`src/rtl/pll_seq_pkg.sv`:
```
// Shared types and default-derived sizing for the PLL lock sequencer.
package pll_seq_pkg;

  typedef enum logic [2:0] {
    RST_HOLD  = 3'd0,
    WAIT_LOCK = 3'd1,
    STABLE    = 3'd2,
    RUN       = 3'd3,
    PWRDN     = 3'd4,
    FAULT     = 3'd5
  } seq_state_t;

  localparam int unsigned DEF_RST_CYCLES    = 8;
  localparam int unsigned DEF_LOCK_TIMEOUT  = 65536;
  localparam int unsigned DEF_STABLE_CYCLES = 1024;
  localparam int unsigned DEF_MAX_RETRIES   = 3;

  localparam int unsigned DEF_RST_W     = $clog2(DEF_RST_CYCLES);
  localparam int unsigned DEF_TIMEOUT_W = $clog2(DEF_LOCK_TIMEOUT);
  localparam int unsigned DEF_STABLE_W  = $clog2(DEF_STABLE_CYCLES);
  localparam int unsigned DEF_RETRY_W   = $clog2(DEF_MAX_RETRIES + 1);

  // Counter width for a terminal count, never narrower than one bit.
  function automatic int unsigned cnt_width(input int unsigned v);
    return ($clog2(v) < 1) ? 1 : $clog2(v);
  endfunction

  function automatic int unsigned max3(input int unsigned a, input int unsigned b,
                                       input int unsigned c);
    int unsigned m;
    m = (a > b) ? a : b;
    return (m > c) ? m : c;
  endfunction

endpackage

```
`src/rtl/sync_2ff.sv`:
```
// Two-flop synchronizer for asynchronous single-bit status inputs.
module sync_2ff (
  input  logic clkref,
  input  logic reset_n,
  input  logic d,
  output logic q
);

  logic meta_q;
  logic sync_q;

  always_ff @(posedge clkref or negedge reset_n) begin
    if (!reset_n) begin
      meta_q <= 1'b0;
      sync_q <= 1'b0;
    end else begin
      meta_q <= d;
      sync_q <= meta_q;
    end
  end

  assign q = sync_q;

endmodule

```
`src/rtl/pll_lock_seq.sv`:
```
// PLL reset/lock qualification sequencer with retry and loss-of-lock recovery.
// PLL_LOCK_SEQ_LOSS_CNT_EN adds loss_cnt and last_fault_retry debug outputs.
module pll_lock_seq
  import pll_seq_pkg::*;
#(
  parameter int unsigned RST_CYCLES    = DEF_RST_CYCLES,
  parameter int unsigned LOCK_TIMEOUT  = DEF_LOCK_TIMEOUT,
  parameter int unsigned STABLE_CYCLES = DEF_STABLE_CYCLES,
  parameter int unsigned MAX_RETRIES   = DEF_MAX_RETRIES
) (
  input  logic       clkref,
  input  logic       reset_n,
  input  logic       pll_locked,
  input  logic       pwrdwn_req,
  input  logic       relock_req,
  output logic       pll_rst,
  output logic       pll_pwrdwn,
  output logic       clk_ready,
  output logic       fault,
  output logic [2:0] state_o
`ifdef PLL_LOCK_SEQ_LOSS_CNT_EN
  ,
  output logic [7:0] loss_cnt,
  output logic [1:0] last_fault_retry
`endif
);

  localparam int unsigned CNT_W   = max3(cnt_width(RST_CYCLES), cnt_width(LOCK_TIMEOUT),
                                         cnt_width(STABLE_CYCLES));
  localparam int unsigned RETRY_W = cnt_width(MAX_RETRIES + 1);

  seq_state_t         state_q, state_d;
  logic [CNT_W-1:0]   cnt_q, cnt_d;
  logic [RETRY_W-1:0] retry_q, retry_d;
  logic               locked_s;
  logic               restart_c;
  logic               lock_lost_c;
  logic               pll_rst_q, pll_pwrdwn_q, clk_ready_q, fault_q;

  sync_2ff u_lock_sync (
    .clkref  (clkref),
    .reset_n (reset_n),
    .d       (pll_locked),
    .q       (locked_s)
  );

  always_ff @(posedge clkref or negedge reset_n) begin
    if (!reset_n) begin
      state_q <= RST_HOLD;
      cnt_q   <= '0;
      retry_q <= '0;
    end else begin
      state_q <= state_d;
      cnt_q   <= cnt_d;
      retry_q <= retry_d;
    end
  end

  // Next state: power-down beats relock beats normal sequencing.
  always_comb begin
    state_d     = state_q;
    cnt_d       = (cnt_q == {CNT_W{1'b1}}) ? cnt_q : cnt_q + CNT_W'(1);
    retry_d     = retry_q;
    restart_c   = 1'b0;
    lock_lost_c = 1'b0;
    if (pwrdwn_req && (state_q != FAULT)) begin
      state_d   = PWRDN;
      restart_c = 1'b1;
    end else if (relock_req) begin
      state_d   = RST_HOLD;
      retry_d   = '0;
      restart_c = 1'b1;
    end else begin
      case (state_q)
        RST_HOLD: begin
          if (cnt_q == CNT_W'(RST_CYCLES - 1)) state_d = WAIT_LOCK;
        end
        WAIT_LOCK: begin
          if (locked_s) begin
            state_d = STABLE;
          end else if (cnt_q == CNT_W'(LOCK_TIMEOUT - 1)) begin
            retry_d = retry_q + RETRY_W'(1);
            state_d = (retry_d == RETRY_W'(MAX_RETRIES)) ? FAULT : RST_HOLD;
          end
        end
        STABLE: begin
          if (!locked_s) begin
            state_d = WAIT_LOCK;
          end else if (cnt_q == CNT_W'(STABLE_CYCLES - 1)) begin
            state_d = RUN;
            retry_d = '0;
          end
        end
        RUN: begin
          if (!locked_s) begin
            state_d     = RST_HOLD;
            lock_lost_c = 1'b1;
          end
        end
        PWRDN: begin
          if (!pwrdwn_req) state_d = RST_HOLD;
        end
        FAULT: begin
          state_d = FAULT;
        end
        default: begin
          state_d = RST_HOLD;
        end
      endcase
    end
    if ((state_d != state_q) || restart_c) cnt_d = '0;
  end

  // Outputs decoded from the next state so they change with the state register.
  always_ff @(posedge clkref or negedge reset_n) begin
    if (!reset_n) begin
      pll_rst_q    <= 1'b1;
      pll_pwrdwn_q <= 1'b0;
      clk_ready_q  <= 1'b0;
      fault_q      <= 1'b0;
    end else begin
      pll_rst_q    <= (state_d == RST_HOLD) || (state_d == PWRDN) || (state_d == FAULT);
      pll_pwrdwn_q <= (state_d == PWRDN);
      clk_ready_q  <= (state_d == RUN);
      fault_q      <= (state_d == FAULT);
    end
  end

  assign pll_rst    = pll_rst_q;
  assign pll_pwrdwn = pll_pwrdwn_q;
  assign clk_ready  = clk_ready_q;
  assign fault      = fault_q;
  assign state_o    = state_q;

`ifdef PLL_LOCK_SEQ_LOSS_CNT_EN
  logic [7:0] loss_cnt_q;
  logic [1:0] last_fault_retry_q;

  always_ff @(posedge clkref or negedge reset_n) begin
    if (!reset_n) begin
      loss_cnt_q         <= '0;
      last_fault_retry_q <= '0;
    end else begin
      if (lock_lost_c && (loss_cnt_q != 8'hFF)) loss_cnt_q <= loss_cnt_q + 8'd1;
      if ((state_d == FAULT) && (state_q != FAULT)) last_fault_retry_q <= 2'(retry_d);
    end
  end

  assign loss_cnt         = loss_cnt_q;
  assign last_fault_retry = last_fault_retry_q;
`endif

endmodule
```
`config.mk`:
```
export PLATFORM = sky130hd
export DESIGN_NAME = pll_lock_seq
export DESIGN_NICKNAME = d
export VERILOG_FILES = /design/src/rtl/pll_seq_pkg.sv /design/src/rtl/sync_2ff.sv /design/src/rtl/pll_lock_seq.sv
export SDC_FILE = /design/constraint.sdc
export NUM_CORES = 1
export LEC_CHECK = 0
export BUFFER_PORTS_ARGS = -buffer_cell sky130_fd_sc_hd__buf_2
export CAP_MARGIN = 30
export CORE_MARGIN = 2
export CORE_UTILIZATION = 48
export CTS_CLUSTER_DIAMETER = 80
export DETAILED_ROUTE_END_ITERATION = 12
export PLACE_DENSITY = 0.66
export SLEW_MARGIN = 20
export SYNTH_ARGS = -nofsm -noshare
export SYNTH_HDL_FRONTEND = slang
export SYNTH_SLANG_ARGS = --single-unit
```
`constraint.sdc`:
```
create_clock -name clkref -period 2.3 [get_ports clkref]
set_input_delay 0.69 -clock clkref [delete_from_list [all_inputs] [get_ports clkref]]
set_output_delay 0.69 -clock clkref [all_outputs]
set_load 0.05 [all_outputs]
```
# After elaboration in Yosys (flattened, before gate mapping)
# Index checks and enable logic that the tools add are counted.
# word_totals
register_bits,27
latch_bits,0
ramBits,0
rom_bits,0
inputBits,5
output_inout_bits,7
mem_count,0
# classes
n_addsub,2
mul,0
div,0
magnitude_cmp,0
n_eq_ne,19
shift,0
n_mux,21
n_bitwise,1
n_reduce_logical,8
# ops
cell,n
16-bit 2-to-1 mux,2
3-bit 2-to-1 mux,10
3-bit case mux with 6 select lines,1
16-bit by 1-bit adder with 16-bit output (second input constant),1
16-bit by 10-bit equality test with 1-bit output (second input constant),1
16-bit equality test (second input constant),1
16-bit by 3-bit equality test with 1-bit output (second input constant),1
3-bit equality test (second input constant),4
3-bit != test (second input constant),4
2-bit 2-to-1 mux,5
3-bit by 2-bit equality test with 1-bit output (second input constant),3
3-bit zero test,2
6-bit AND reduction,1
2-bit case mux with 2 select lines,1
3-bit by 1-bit equality test with 1-bit output (second input constant),1
1-bit logical OR,3
3-bit by 2-bit != test with 1-bit output (second input constant),1
3-bit != test,1
3-bit nonzero test,1
2-bit by 1-bit adder with 2-bit output (second input constant),1
2-bit equality test (second input constant),1
1-bit 2-to-1 mux,2
2-bit by 1-bit != test with 1-bit output (second input constant),1
1-bit logical AND,1
1-bit NOT,1

# Depth between registers and ports, before layout
# Gate-level depths: netlist of the first run.
# depth
depth_word,11
depth_mapped,9
ltp_nobuf,6

# Modules after synthesis
# Synthesis of the first run repeated with hierarchy kept, for this count alone.
# unflattened
cells_unflattened,156
hier_area_um2,1640.3
# by_module_without_submodules
module,n_inst,cells_per_inst,area_per_inst_um2
pll_lock_seq,1,154,1590.3
sync_2ff,1,2,50.0

# Worst setup path before layout of the first run
# OpenSTA, ideal clock, no wires.
# synth_timing
kind,flip-flop to flip-flop
from,reg cnt_q[12]
to,reg cnt_q[10]
setup_ns,0.120
arrival_time_ns,2.212
path_slack_ns,-0.032
path_stages_with_launch,8
synth_period_minus_slack_ns,2.332
path_cell_list,dfrtp_1 > or4_1 > or4_4 > a211oi_2 > or3b_1 > clkbuf_4 > buf_8 > nor3_2
# synth_between
elab_chain_len,9
word_cells_on_any_way,15
cone_classes,eq/ne: 5; mux: 9; reduce/logical: 1
# synth_rtl
item,line,source
start: declaration,pll_lock_seq.sv:33,"logic [CNT_W-1:0] cnt_q, cnt_d;"
start signal: assignment,pll_lock_seq.sv:54,cnt_q <= cnt_d;
16-bit by 10-bit equality test with 1-bit output or 16-bit equality test (tied branches),"pll_lock_seq.sv:89, pll_lock_seq.sv:62, pll_lock_seq.sv:81",
"3-bit 2-to-1 mux, on equally long branches","pll_lock_seq.sv:89, pll_lock_seq.sv:81",
"3-bit 2-to-1 mux, on equally long branches","pll_lock_seq.sv:87, pll_lock_seq.sv:79",
3-bit case mux with 6 select lines,pll_lock_seq.sv:74,case (state_q)
3-bit 2-to-1 mux,pll_lock_seq.sv:69,end else if (relock_req) begin
3-bit 2-to-1 mux,pll_lock_seq.sv:66,if (pwrdwn_req && (state_q != FAULT)) begin
3-bit != test,pll_lock_seq.sv:111,if ((state_d != state_q) || restart_c) cnt_d = '0;
1-bit logical OR,pll_lock_seq.sv:111,
2-bit by 1-bit != test with 1-bit output (no source line) or 16-bit 2-to-1 mux (tied branches),n/a,
# Several ways; a longest one is shown, not always the timed one.
# A chain may end at the register's enable or synchronous reset.

# Worst setup path after layout of the first run
# layout_timing
from,reg cnt_q[8]
to,reg cnt_q[15]
# Same word-level chain as after synthesis.

==> metrics, run 1 <==
CP delay by family, top=simple AND/OR/NAND/NOR gates; area delta synth->final=23.7%; post-synthesis cell count=167; H-Tree Depth=1; worst ir drop on vdd=260 uV; share of the synthesized area in the top cell type=0.383; Reg clk slew, reported paths=0.14 ns; Cell variety after synth=59; hpwl dp=2820 um; Worst Setup End Kind=register; vias in the first global route=1438; largest net degree at the start of global routing=28; Flop pwr share=0.646; Synth Cell Area=1700 sq um; final antenna-violating net count=0; max-slew violation count=0; Vias/cell=6.01; Net Sw Frac=0.244; syn_nets=174; Routability Congestion=0.843; Crit Path Class=reg2reg; post-layout min period=2.31 ns; maximum fanout along the worst path=8; post-route worst setup slack=-0.00792 ns; maximum clock rate=433 MHz; I/O pins=12; CP peak stage delay=0.55 ns; sequential area share after synthesis=0.398; EDFF count, synth=0; status=complete, but fails checks; max-cap viol count=0; initial antenna violation count=0; CTS tree=yes; Longest Clk Path Bufs=2; Worst-Margin Slew=0.796 ns; crit path cell chain=buf_6 -> or4bb_1 -> or4_4 -> a211oi_4 -> or3b_4 -> buf_12 -> a211oi_1; commonest non-fill, non-tap cell in the layout=buf_4; routed len/inst=16.4 um; Critical Path AT=2.50 ns; critical-path cell with the highest stage delay=or4_4; dominant cells by area after synthesis=dfrtp_1, nor3_2, xnor2_1; Internal Power=0.000568 W; NetSw=0.000184 W; Main synth FF type=dfrtp_1; worst path buffer plus inverter count=2; final WL=4070 um; pre-CTS setup slack=-0.104 ns; Clock Sinks=27; fraction of layout cells with a size suffix above 1=0.394; Final #Nets=211; grt ovf=0; Reg-to-Reg Start=cnt_q[8]; ANT cells=0; Core Region=3360 sq um; vias after detailed routing=1497; most frequent cells in the layout=buf_4, dfrtp_1, nor3_2, buf_2, nand2_1; worst endpoint required time=2.49 ns; pwr/cell area=358 nW/um^2; first-pass GRT wire length=6590 um; DRC viols=0; Synth async-reset ratio=1.00; DR iter-0 viols=176; gr usage total=0.205; die area=4030 sq um; final setup TNS=-0.00903 ns; Worst setup SP type=register; initial core utilization=0.506; combinational group share of total power=0.081; Ys Warns=0; area leader, netlist=dfrtp_1; hold crit path type=in2async; die width=63.5 um; Final Hold Viols=0; number of port buffers=11; crit path from=cnt_q[8]; power share of the clock group=0.272; Seq cells post-synth=27; Site Rows=21; Fillers=303; Clock Skew=0.00345 ns; CTS root buf=clkbuf_4; CTS Buf Count=3; die height=63.5 um; Syn Area/Cell=10.2 sq um; first-pass detailed-route iteration total=4; Tcrit/Tclk final=1.00; failing checks=setup timing; RSZ-0062 raised after global routing=yes; Rel. slew slack=0.465; Worst-Skew Late Latency=0.33 ns; Setup Viol. Count Final=2; Pleak=0.849 nW
[cell usage after synthesis (all sizes together) (2+ instances only)]
cell / number
dfrtp: 26
nand4: 9
or3b: 2
o31ai: 2
a2111oi: 2
a21o: 4
nor3: 17
a211oi: 2
o31a: 3
nor2: 8
buf: 8
nand2: 10
and4: 2
nor4b: 2
mux2i: 2
xor2: 4
clkbuf: 4
nand3: 5
xnor2: 8
o21ai: 2
a21oi: 4
or4: 5
and2: 2
nor3b: 2
ha: 2
and3: 2
nor4: 7
inv: 3
[metal layers]
metal,vias to the layer above,global-route usage,part of all wire
li1,705,-,-
met1,723,0.265,0.42
met2,60,0.357,0.51
met3,9,0.0232,0.050
met4,0,0.0679,0.018
met5,-,0,0
[registers in the layout, indices dropped and copies added (netlist names)]
name                cells
clk_ready               1
cnt_q                  16
fault                   1
pll_pwrdwn              1
pll_rst                 1
retry_q                 2
state_o                 3
u_lock_sync.meta_q      1
u_lock_sync.q           1
[final timing paths]
kind | to | cells after the start | slack, ns
max in group asynchronous | cnt_q[9] | 1 | 1.58
min | fault | 1 | 0.34
min in group clkref | u_lock_sync.q | 0 | 0.37
min reg2reg | u_lock_sync.q | 0 | 0.37
max | cnt_q[15] | 7 | -0.008
max reg2reg | cnt_q[15] | 7 | -0.008
[power by group through the flow]
| stage | registers [W] | clock network, W | logic [W] |
|---|---|---|---|
| 2_1_floorplan | 0.000498 | 0 | 0.0000278 |
| 3_3_place_gp | 0.000494 | 0 | 0.0000524 |
| 3_5_place_dp | 0.000494 | 0 | 0.0000540 |
| 4_1_cts | 0.000486 | 0.000211 | 0.0000561 |
| 5_1_grt | 0.000488 | 0.000233 | 0.0000668 |
| 6_report | 0.000486 | 0.000205 | 0.0000612 |
[metrics by stage]
step	total power (W)	util	hold WS (ns)	instances	area, sq um
floorplan	0.000526	-	0.331	167	1700
global placement	0.000546	0.576	0.333	239	1940
detailed placement	0.000548	0.576	0.343	239	1940
CTS	0.000753	0.597	0.356	245	2010
global route	0.000787	0.625	0.374	249	2100
finish	0.000752	0.625	0.336	249	2100
[worst register-to-register path: cells and delay by family (launching register included)]
kind	cells	cell delay, ns
compound gates	2	0.36
buf+inv	2	0.25
flops	1	0.42
simple gates	3	1.15
[repair_timing]
action,in CTS,in global routing
gates cloned,0,1
hold buffers,0,0
resized for setup,6,9
endpoints found under the setup margin,16,18
buffers inserted,2,3
pin swaps,14,3
[cell families (layout without fill, tap and decap cells)]
logic type                 after synthesis  after routing  synth area share
adders and majority gates                2              2            0.0147
muxes                                    3              3            0.0184
DFF                                     27             27             0.398
AOI/OAI and AO/OA                       27             27             0.129
xor gates and xnor gates                12             12            0.0618
buffers and inverters                   15             51            0.0677
and+or+nand+nor                         81             81             0.311
[cell type report]
| class | instances | area [sq um] | area share |
|---|---|---|---|
| multi-input combinational | 125 | 986 | 0.469 |
| inverter | 3 | 11.3 | 0.00535 |
| timing repair buffer | 44 | 344 | 0.164 |
| sequential | 27 | 677 | 0.322 |
| clock inverter | 1 | 5.00 | 0.00238 |
| clock buffer | 3 | 22.5 | 0.0107 |
| tap | 46 | 57.6 | 0.0274 |
No activity file was read; power rests on OpenSTA's default activity.
==> run 2, diff against run 1 <==
--- a/config.mk
+++ b/config.mk
@@ -7,11 +7,13 @@
 export LEC_CHECK = 0
 export BUFFER_PORTS_ARGS = -buffer_cell sky130_fd_sc_hd__buf_2
 export CAP_MARGIN = 30
-export CORE_MARGIN = 2
-export CORE_UTILIZATION = 48
+export CELL_PAD_IN_SITES_DETAIL_PLACEMENT = 0
+export CELL_PAD_IN_SITES_GLOBAL_PLACEMENT = 1
+export CORE_MARGIN = 10
+export CORE_UTILIZATION = 42
 export CTS_CLUSTER_DIAMETER = 80
 export DETAILED_ROUTE_END_ITERATION = 12
-export PLACE_DENSITY = 0.66
+export PLACE_DENSITY = 0.72
 export SLEW_MARGIN = 20
 export SYNTH_ARGS = -nofsm -noshare
 export SYNTH_HDL_FRONTEND = slang
==> run 2 against run 1 <==
  * The run still ends with setup timing left
  * Non-clock buffer count up 4
  * Global-route usage down 8.4 points
  * Combinational power up 6.7%
  * Count of clock-buffer cells in the layout unchanged
  * Clock skew up 0.0020 ns
  * Clock power up 36%
  * Critical endpoint is now cnt_q[3]
  * Sequential power about the same
  * Worst setup slack worse by 0.029 ns
  * Critical path type unchanged
==> metrics, run 2 (synthesis gave the netlist of run 1 again) <==
CP most frequent cell=or4_4; critical-path cell with the highest stage delay=or4_4; register area=678 sq um; CTS root buf=clkbuf_8; Final #Nets=215; Worst-Margin Slew=0.617 ns; maximum fanout along the worst path=7; DRT met1 WL=1930 um; Rel. slew slack=0.589; maximum clock rate=428 MHz; Hold Crit Start=u_lock_sync.meta_q; Setup Viol. Count Final=9; Clock Sinks=27; worst endpoint required time=2.49 ns; commonest non-fill, non-tap cell in the layout=buf_4; CP peak stage delay=0.55 ns; Top Metal Used=met4; worst ir drop on vdd=164 uV; pwr/cell area=377 nW/um^2; Hold Buf Count CTS=0; FF-to-FF setup slack=-0.04 ns; failing checks=setup timing; hpwl dp=3150 um; WHS Endpoint=u_lock_sync.q; grt ovf=0; final antenna-violating net count=0; Fillers=358; final WL=4470 um; reg2reg path depth=6; total power=0.000829 W; RSZ-0062 raised after global routing=yes; DR iter-0 viols=45; H-Tree Depth=1; Multi-input gate area=1030 sq um; number of port buffers=11; hold crit path type=reg2reg; worst path buffer plus inverter count=1; Hold Slack=0.366 ns; initial antenna violation count=0; worst flop-to-flop path endpoint=cnt_q[3]; vias after detailed routing=1541; CP delay by family, top=simple AND/OR/NAND/NOR gates; post-route worst setup slack=-0.0365 ns; CTS Buf Count=3; routed len/inst=17.4 um; area delta synth->final=29.2%; die area=6990 sq um; initial core utilization=0.428; max-cap viol count=0; max FFs per register=16; Core Region=3970 sq um; status=complete, but fails checks; wire length on met3=179 um; die height=83.6 um; Worst-Skew Late Latency=0.28 ns; Placed Cells incl. Taps=244; Crit Path Class=reg2reg; Longest Clk Path Bufs=2; I/O pins=12; Top reg by flops=cnt_q; max-slew violation count=0; Core Util, Final=0.553; CTS tree=yes; Reg-to-Reg Start=cnt_q[12]; Tcrit/Tclk final=1.02; Final Hold Viols=0; fin cells=257; DRC viols=0; worst hold stages=0; first-pass detailed-route iteration total=4; Vias/cell=6.00; Critical Path AT=2.52 ns; Reg clk slew, reported paths=0.10 ns; vias in the first global route=1481; ANT cells=0; post-layout min period=2.34 ns; first-pass GRT wire length=7180 um; gr usage total=0.121; most frequent cells in the layout=buf_4, dfrtp_1, buf_2; largest net degree at the start of global routing=28; fraction of layout cells with a size suffix above 1=0.415; Worst setup SP type=register; Clock Skew=0.00547 ns; wire length on met2=2250 um; Pleak=0.874 nW; crit path cell chain=or4_4 -> or4_4 -> a211oi_4 -> a2111oi_4 -> buf_4 -> nor4b_2; die width=83.6 um; Routability Congestion=0.863; Worst Setup End Kind=register; Site Rows=23
run 2: changes by cell type in the layout (fill, tap and decap cells not counted), moves of 2 or more:
| cell | previous run | this run |
|---|---|---|
| buf_4 | 28 | 34 |
| clkbuf_8 | 0 | 3 |
| clkbuf_4 | 3 | 0 |
| nor3_4 | 1 | 5 |
| nor3_2 | 11 | 7 |
| buf_6 | 3 | 1 |
run 2: where the power goes:
group,internal [W],switching (W)
Combinational,0.0000250,0.0000403
Clock,0.000122,0.000156
Sequential,0.000479,0.00000682
run 2: metal layers:
metal | vias up | global-route usage
met2 | 35 | 0.208
met5 | - | 0
met4 | 0 | 0.0411
li1 | 719 | -
met3 | 12 | 0.0225
met1 | 775 | 0.147
run 2: stage by stage:
stage,cell area [sq um],setup slack (ns),setup TNS (ns)
finish,2200,-0.0365,-0.101
global route,2200,-0.0876,-1.05
CTS,2080,-0.0314,-0.214
detailed placement,1950,-0.104,-0.587
global placement,1950,-0.0484,-0.110
floorplan,1700,0.00341,0
run 2: worst max-delay path by stage:
stage / from / to / cells past startpoint
after global routing: cnt_q[13] / cnt_q[3] / 6
after CTS: cnt_q[14] / cnt_q[3] / 6
after global placement: pwrdwn_req / cnt_q[2] / 7
after detailed placement: pwrdwn_req / cnt_q[2] / 7
final: cnt_q[12] / cnt_q[3] / 6
after floorplan: cnt_q[12] / cnt_q[10] / 7
run 2: what timing repair did:
action                     CTS  global route
cloned                       2             0
pin swaps                   10            13
buffers inserted             3             4
setup endpoints to repair   15            20
gates resized for setup      8            14
run 2: area by class of cell:
cell class	instances	area share
sequential	27	0.309
clock inverter	1	0.00228
tap	50	0.0285
multi-input combinational	125	0.469
inverter	3	0.00513
clock buffer	3	0.0188
timing repair buffer	48	0.168
